[config.mk]
export PLATFORM = sky130hd
export DESIGN_NAME = npc_predict
export DESIGN_NICKNAME = d
export VERILOG_FILES = /design/src/rtl/npc_predict.sv
export SDC_FILE = /design/constraint.sdc
export NUM_CORES = 1
export LEC_CHECK = 0
export CAP_MARGIN = 20
export CORE_MARGIN = 8
export CORE_UTILIZATION = 25
export CTS_CLUSTER_DIAMETER = 200
export DETAILED_ROUTE_END_ITERATION = 10
export HOLD_SLACK_MARGIN = 0.15
export SYNTH_ARGS = -nofsm -noshare
export SYNTH_HDL_FRONTEND = slang
export SYNTH_SLANG_ARGS = --single-unit
export TNS_END_PERCENT = 1
[constraint.sdc]
create_clock -name clk -period 4.8 [get_ports clk]
set_input_delay 0.48 -clock clk [delete_from_list [all_inputs] [get_ports clk]]
set_output_delay 0.48 -clock clk [all_outputs]
set_load 0.02 [all_outputs]
[src/rtl/npc_predict.sv]
// Next-PC generator: fetch PC register, EX-stage resolution/redirect and an
// optional direct-mapped BTB with 2-bit counters (enabled by NPC_BTB_EN).
module npc_predict #(
  parameter int              XLEN      = 32,
  parameter int              BTB_DEPTH = 16,
  parameter logic [XLEN-1:0] RESET_PC  = '0
) (
  input  logic            clk,
  input  logic            rstn,
  input  logic            stall,
  input  logic            ex_valid,
  input  logic [2:0]      ex_op,
  input  logic [XLEN-1:0] ex_pc,
  input  logic [XLEN-1:0] ex_imm,
  input  logic [XLEN-1:0] ex_rs1,
  input  logic            ex_taken,
  input  logic            ex_pred_taken,
  input  logic [XLEN-1:0] ex_pred_target,
  output logic [XLEN-1:0] pc,
  output logic            pred_taken,
  output logic [XLEN-1:0] pred_target,
  output logic            redirect,
  output logic [XLEN-1:0] redirect_pc
);

  localparam logic [2:0] NPC_PLUS4  = 3'b000;
  localparam logic [2:0] NPC_BRANCH = 3'b001;
  localparam logic [2:0] NPC_JUMP   = 3'b010;
  localparam logic [2:0] NPC_JALR   = 3'b100;

  localparam logic [XLEN-1:0] FOUR     = XLEN'(4);
  localparam logic [XLEN-1:0] LSB_MASK = {{(XLEN-1){1'b1}}, 1'b0};

  logic [XLEN-1:0] r_pc;
  logic [XLEN-1:0] w_pc_plus4;
  logic [XLEN-1:0] w_ex_plus4;
  logic [XLEN-1:0] w_ex_rel;
  logic [XLEN-1:0] w_jalr_target;
  logic [XLEN-1:0] w_res_target;
  logic            w_actual_taken;
  logic            w_uncond;
  logic            w_mispredict;
  logic            w_redirect;
  logic [XLEN-1:0] w_pc_next;
  logic            w_pred_taken;
  logic [XLEN-1:0] w_pred_target;

  assign w_pc_plus4    = r_pc + FOUR;
  assign w_ex_plus4    = ex_pc + FOUR;
  assign w_ex_rel      = ex_pc + ex_imm;
  assign w_jalr_target = (ex_rs1 + ex_imm) & LSB_MASK;
  assign w_uncond      = (ex_op == NPC_JUMP) || (ex_op == NPC_JALR);

  always_comb begin
    w_res_target   = w_ex_plus4;
    w_actual_taken = 1'b0;
    case (ex_op)
      NPC_BRANCH: begin
        w_actual_taken = ex_taken;
        w_res_target   = ex_taken ? w_ex_rel : w_ex_plus4;
      end
      NPC_JUMP: begin
        w_actual_taken = 1'b1;
        w_res_target   = w_ex_rel;
      end
      NPC_JALR: begin
        w_actual_taken = 1'b1;
        w_res_target   = w_jalr_target;
      end
      default: begin
        w_actual_taken = 1'b0;
        w_res_target   = w_ex_plus4;
      end
    endcase
  end

  // A taken/taken pair still mispredicts when the targets disagree.
  assign w_mispredict = ex_valid &&
                        ((w_actual_taken != ex_pred_taken) ||
                         (w_actual_taken && (w_res_target != ex_pred_target)));
  assign w_redirect   = rstn && w_mispredict;

  always_comb begin
    w_pc_next = w_pc_plus4;
    if (w_redirect) begin
      w_pc_next = w_res_target;
    end else if (stall) begin
      w_pc_next = r_pc;
    end else if (w_pred_taken) begin
      w_pc_next = w_pred_target;
    end else begin
      w_pc_next = w_pc_plus4;
    end
  end

  always_ff @(posedge clk) begin
    if (!rstn) begin
      r_pc <= RESET_PC;
    end else begin
      r_pc <= w_pc_next;
    end
  end

`ifdef NPC_BTB_EN
  localparam int IDXW = $clog2(BTB_DEPTH);
  localparam int TAGW = XLEN - IDXW - 2;

  logic            r_valid  [BTB_DEPTH];
  logic [TAGW-1:0] r_tag    [BTB_DEPTH];
  logic [XLEN-1:0] r_target [BTB_DEPTH];
  logic [1:0]      r_cnt    [BTB_DEPTH];
  logic            r_uncond [BTB_DEPTH];

  logic [IDXW-1:0] w_rd_idx;
  logic [TAGW-1:0] w_rd_tag;
  logic            w_rd_hit;
  logic [IDXW-1:0] w_ex_idx;
  logic [TAGW-1:0] w_ex_tag;
  logic            w_ex_hit;
  logic            w_upd;
  logic [1:0]      w_cnt_next;

  assign w_rd_idx = r_pc[IDXW+1:2];
  assign w_rd_tag = r_pc[XLEN-1:IDXW+2];
  assign w_rd_hit = r_valid[w_rd_idx] && (r_tag[w_rd_idx] == w_rd_tag);

  assign w_pred_taken  = w_rd_hit && (r_uncond[w_rd_idx] || r_cnt[w_rd_idx][1]);
  assign w_pred_target = w_pred_taken ? r_target[w_rd_idx] : w_pc_plus4;

  assign w_ex_idx = ex_pc[IDXW+1:2];
  assign w_ex_tag = ex_pc[XLEN-1:IDXW+2];
  assign w_ex_hit = r_valid[w_ex_idx] && (r_tag[w_ex_idx] == w_ex_tag);
  assign w_upd    = ex_valid && (ex_op != NPC_PLUS4);

  always_comb begin
    w_cnt_next = r_cnt[w_ex_idx];
    if (w_actual_taken) begin
      if (r_cnt[w_ex_idx] != 2'b11) w_cnt_next = r_cnt[w_ex_idx] + 2'b01;
    end else begin
      if (r_cnt[w_ex_idx] != 2'b00) w_cnt_next = r_cnt[w_ex_idx] - 2'b01;
    end
  end

  // Lookup reads the arrays asynchronously, so a same-cycle write is seen
  // only from the following cycle.
  always_ff @(posedge clk) begin
    if (!rstn) begin
      for (int i = 0; i < BTB_DEPTH; i++) begin
        r_valid[i] <= 1'b0;
        r_cnt[i]   <= 2'b00;
      end
    end else if (w_upd) begin
      if (w_ex_hit) begin
        r_cnt[w_ex_idx]    <= w_cnt_next;
        r_uncond[w_ex_idx] <= w_uncond;
        if (w_actual_taken) r_target[w_ex_idx] <= w_res_target;
      end else if (w_actual_taken) begin
        r_valid[w_ex_idx]  <= 1'b1;
        r_tag[w_ex_idx]    <= w_ex_tag;
        r_target[w_ex_idx] <= w_res_target;
        r_cnt[w_ex_idx]    <= 2'b10;
        r_uncond[w_ex_idx] <= w_uncond;
      end
    end
  end
`else
  // Static not-taken: every taken transfer is corrected from EX.
  assign w_pred_taken  = 1'b0;
  assign w_pred_target = w_pc_plus4;
`endif

  assign pc          = r_pc;
  assign pred_taken  = w_pred_taken;
  assign pred_target = w_pred_target;
  assign redirect    = w_redirect;
  assign redirect_pc = w_res_target;

endmodule

==> summary.txt <==
Logic synthesis
  – Area share of fa/ha/maj cells after synthesis: 10.1%
  – Yosys top cell area share: under 10%
  – Area leader, netlist: ha_1
  – Number of synthesized flops with an enable pin: 0
  – Ys Warns: 0
  – Post-Synth XOR/XNOR Area: between 10% and 20%
  – Mapped Cells: about 1,200
  – Seq/Total Area, Yosys: 7.78%
  – Post-synth net total: roughly 1,400
  – Synth Area in Simple Gates: a little under a third
  – Complex-gate fraction of the synthesized area: about 32%
  – Ys flop type: dfxtp_1
  – #FFs+latches synth: 32
  – Synth Cell Area: 0.00824 sq mm
  – Synth area leaders: ha_1, dfxtp_1, a21oi_1, xnor2_1, xor2_1
  – Post-synth ARST share: 0%
  – Largest family of logic cells by synthesized area: compound AO/OA/AOI/OAI gates
  – Mux cell area share after synthesis: between 1.5 and 2%
  – Netlist cell types: 94
  – Mean post-synth cell area: roughly 6.9 sq um

Route
  – DR WL/cell: 19.0 um
  – DRC: 0
  – Routed vias: between 10,000 and 15,000
  – First DRT Iteration DRCs: roughly 700
  – Detail Route Antenna Nets: 0
  – Vias/cell: ~5.2
  – Drt first pass iters: 5
  – Routed wire length: 41,300 um

Timing
  – Setup violators final: 0
  – TNS Setup: 0 ns
  – Tmin final: around 4.7 ns
  – Final WS setup: roughly 0.095 ns
  – Slew Limit Fails: 0
  – Final Cycle Share: between 90 and 100%
  – Clock Skews: a little under 0.008 ns
  – Max Fclk: between 0.2 and 0.25 GHz
  – Worst slew pin tran: between 1 and 1.5 ns
  – Relative slew slack: ~28%
  – Final Hold Vio Count: 0

Global routing
  – First-pass GRT wire length: slightly above 60,000 um
  – GRT Util Overall: 19.8%
  – Initial antenna violation count: 1
  – Vias in the first global route: between 10,000 and 15,000
  – Largest net degree at the start of global routing: 31
  – Total grt overflow: 0

Floorplan
  – Ports: between 200 and 250
  – Die area: 0.0390 sq mm
  – Die Wd: around 200 um
  – Die Ht: between 150 and 200 um
  – Core Footprint: about 0.033 sq mm
  – Starting Density: between 20% and 30%
  – FP Rows: 66

Clocking
  – Clk buf depth: 2
  – CTS tree: yes
  – Worst skew pair latency: between 0.2 and 0.3 ns
  – CTS Buf Count: 5
  – Clk slew on worst S/H paths: 0.05 ns
  – CTS Root Buffer Type: clkbuf_16
  – Clk sinks: 32
  – Htree depth: 2

Hold path
  – Hold Path Sink: pc[1]$_SDFFE_PN0P_
  – Hold depth: 2
  – Hold Crit Class: register to register
  – Worst Hold Launch: pc[1]$_SDFFE_PN0P_

Finish
  – Share of cells above drive strength 1: between 20 and 30%
  – Final Cell Area: 0.0142 sq mm
  – Final core occ: 43.8%
  – Most frequent cells in the layout: buf_4, clkdlybuf4s50_1, nand2_1
  – Area Growth Syn to Fin: 72.8%
  – Largest register FFs: 32
  – Nets: about 1,900
  – Leading cell type in the layout, fill and taps excluded: buf_4

Placed design
  – Placed Area: 0.0134 sq mm
  – Final GP Congestion: approximately 0.9
  – HPWL after DPL: between 30,000 and 40,000 um
  – Post-place setup slack: -0.630 ns
  – PortBufs: 233

Outcome
  – Status: completed

Power
  – Clock share of power: between 10% and 20%
  – Comb pwr share: about 73%
  – P_leak: between 6 and 7 nW
  – Flop pwr share: about 14%
  – Cell Int Power: approximately 0.0013 W
  – PD cells: approximately 170 mW/mm^2
  – Net Sw Frac: 43.1%
  – Power consumption: roughly 0.0024 W
  – Sw Pwr: roughly 0.0010 W
  – IR drop worst, VDD: 0.135 mV

Critical path
  – Reg-to-Reg Start: pc[3]$_SDFFE_PN0P_
  – Flop2flop setup slack: about 1.4 ns
  – Crit start category: input port
  – CP Class: input port to primary output
  – CP max-delay cell: mux2i_2
  – CP peak stage delay: 0.45 ns
  – CP endpoint kind: primary output
  – Critical Path Fanout Max: 7
  – Delay-heaviest family, CP: compound AO/OA/AOI/OAI gates
  – Critical Path RT: 4.32 ns
  – Critical path buffers and inverters: 2
  – Reg2reg path depth: 14
  – Worst EP arrival: approximately 4.2 ns
  – CP cell instances: clkdlybuf4s50_1 -> ha_1 -> a21o_1 -> a31o_4 -> o21ba_2 -> o21ai_0 -> mux2i_2 -> o21a_1 -> o22ai_1 -> or4_4 -> a2111oi_4 -> and4_4 -> nor2_4 -> buf_4
  – Reg-to-Reg End: pc[30]$_SDFFE_PN0P_

Flow run
  – Max-cap violations: 0
## metrics by stage
stage | instances | hold WS (ns)
after floorplan | 1191 | 0.537
after global placement | 2148 | 0.464
after detailed placement | 2148 | 0.470
after CTS | 2159 | 0.486
after global routing | 2173 | 0.514
final | 2173 | 0.481
## cell families (layout without fill, tap and decap cells)
| logic type | after synthesis | count (layout) |
|---|---|---|
| flops | 32 | 32 |
| simple gates | 474 | 474 |
| compound gates | 393 | 393 |
| mux | 12 | 12 |
| other cells | 1 | 2 |
| fa+ha+maj | 65 | 65 |
| xor+xnor | 117 | 117 |
| buf+inv | 97 | 636 |
## power groups by stage
| stage | sequential (W) | combinational, W | clock, W |
|---|---|---|---|
| 3_5_place_dp | 0.000323 | 0.00162 | 0 |
| 6_report | 0.000318 | 0.00172 | 0.000318 |
| 4_1_cts | 0.000318 | 0.00164 | 0.000328 |
| 5_1_grt | 0.000322 | 0.00184 | 0.000337 |
| 2_1_floorplan | 0.000337 | 0.000744 | 0 |
| 3_3_place_gp | 0.000322 | 0.00161 | 0 |
## layout make-up
type	count	area (sq um)
Timing Repair Buffer	595	5110
Multi-Input combinational cell	1062	7650
Fill cell	3396	18300
Clock inverter	2	10.0
Sequential cell	32	642
Clock buffer	6	139
Inverter	33	124
Tap cell	442	553
Antenna cell	1	2.50
## tightest hold or removal path, cell delays in order (launching register included)
cell     delay, ns
dfxtp_1       0.32
nand2_1       0.06
o21ai_1       0.05
## repair_timing
item	in CTS	in global routing
resized for setup	20	99
pin swaps	5	38
hold buffers	0	0
endpoints found under the setup margin	2	18
setup buffers	3	13
## layer usage
| layer | global-route usage [%] | share of wire [%] |
|---|---|---|
| met5 | 0 | 0 |
| met2 | 33.6 | 46 |
| met1 | 27.0 | 46 |
| met3 | 1.64 | 5.3 |
| met4 | 4.18 | 2.0 |
## synth_stat cells, types with 12 or more instances
master / count
xnor2_1: 59
nand4_1: 39
a21oi_1: 106
ha_1: 63
a211oi_1: 12
or3_1: 24
and4_1: 12
a21o_1: 17
clkbuf_1: 28
o21ai_1: 20
inv_1: 33
buf_2: 20
nand2_1: 102
nor2_1: 80
nand2b_1: 12
xor2_1: 58
a31oi_1: 12
dfxtp_1: 32
o211ai_1: 15
nand3_1: 81
and3_1: 20
o21a_1: 23
nor3_1: 31
o21ai_0: 66
## worst max-delay path by stage
stage / startpoint / to / slack, ns / cells past startpoint
CTS: ex_imm[0] / redirect / -0.04 / 16
finish: ex_rs1[4] / redirect / 0.1 / 14
floorplan: ex_imm[1] / redirect / 0.44 / 15
detailed placement: ex_imm[1] / redirect / -0.63 / 15
global placement: ex_imm[1] / redirect / -0.60 / 15
global route: ex_imm[8] / redirect / -0.02 / 17
Power figures use the tool's default switching activity.
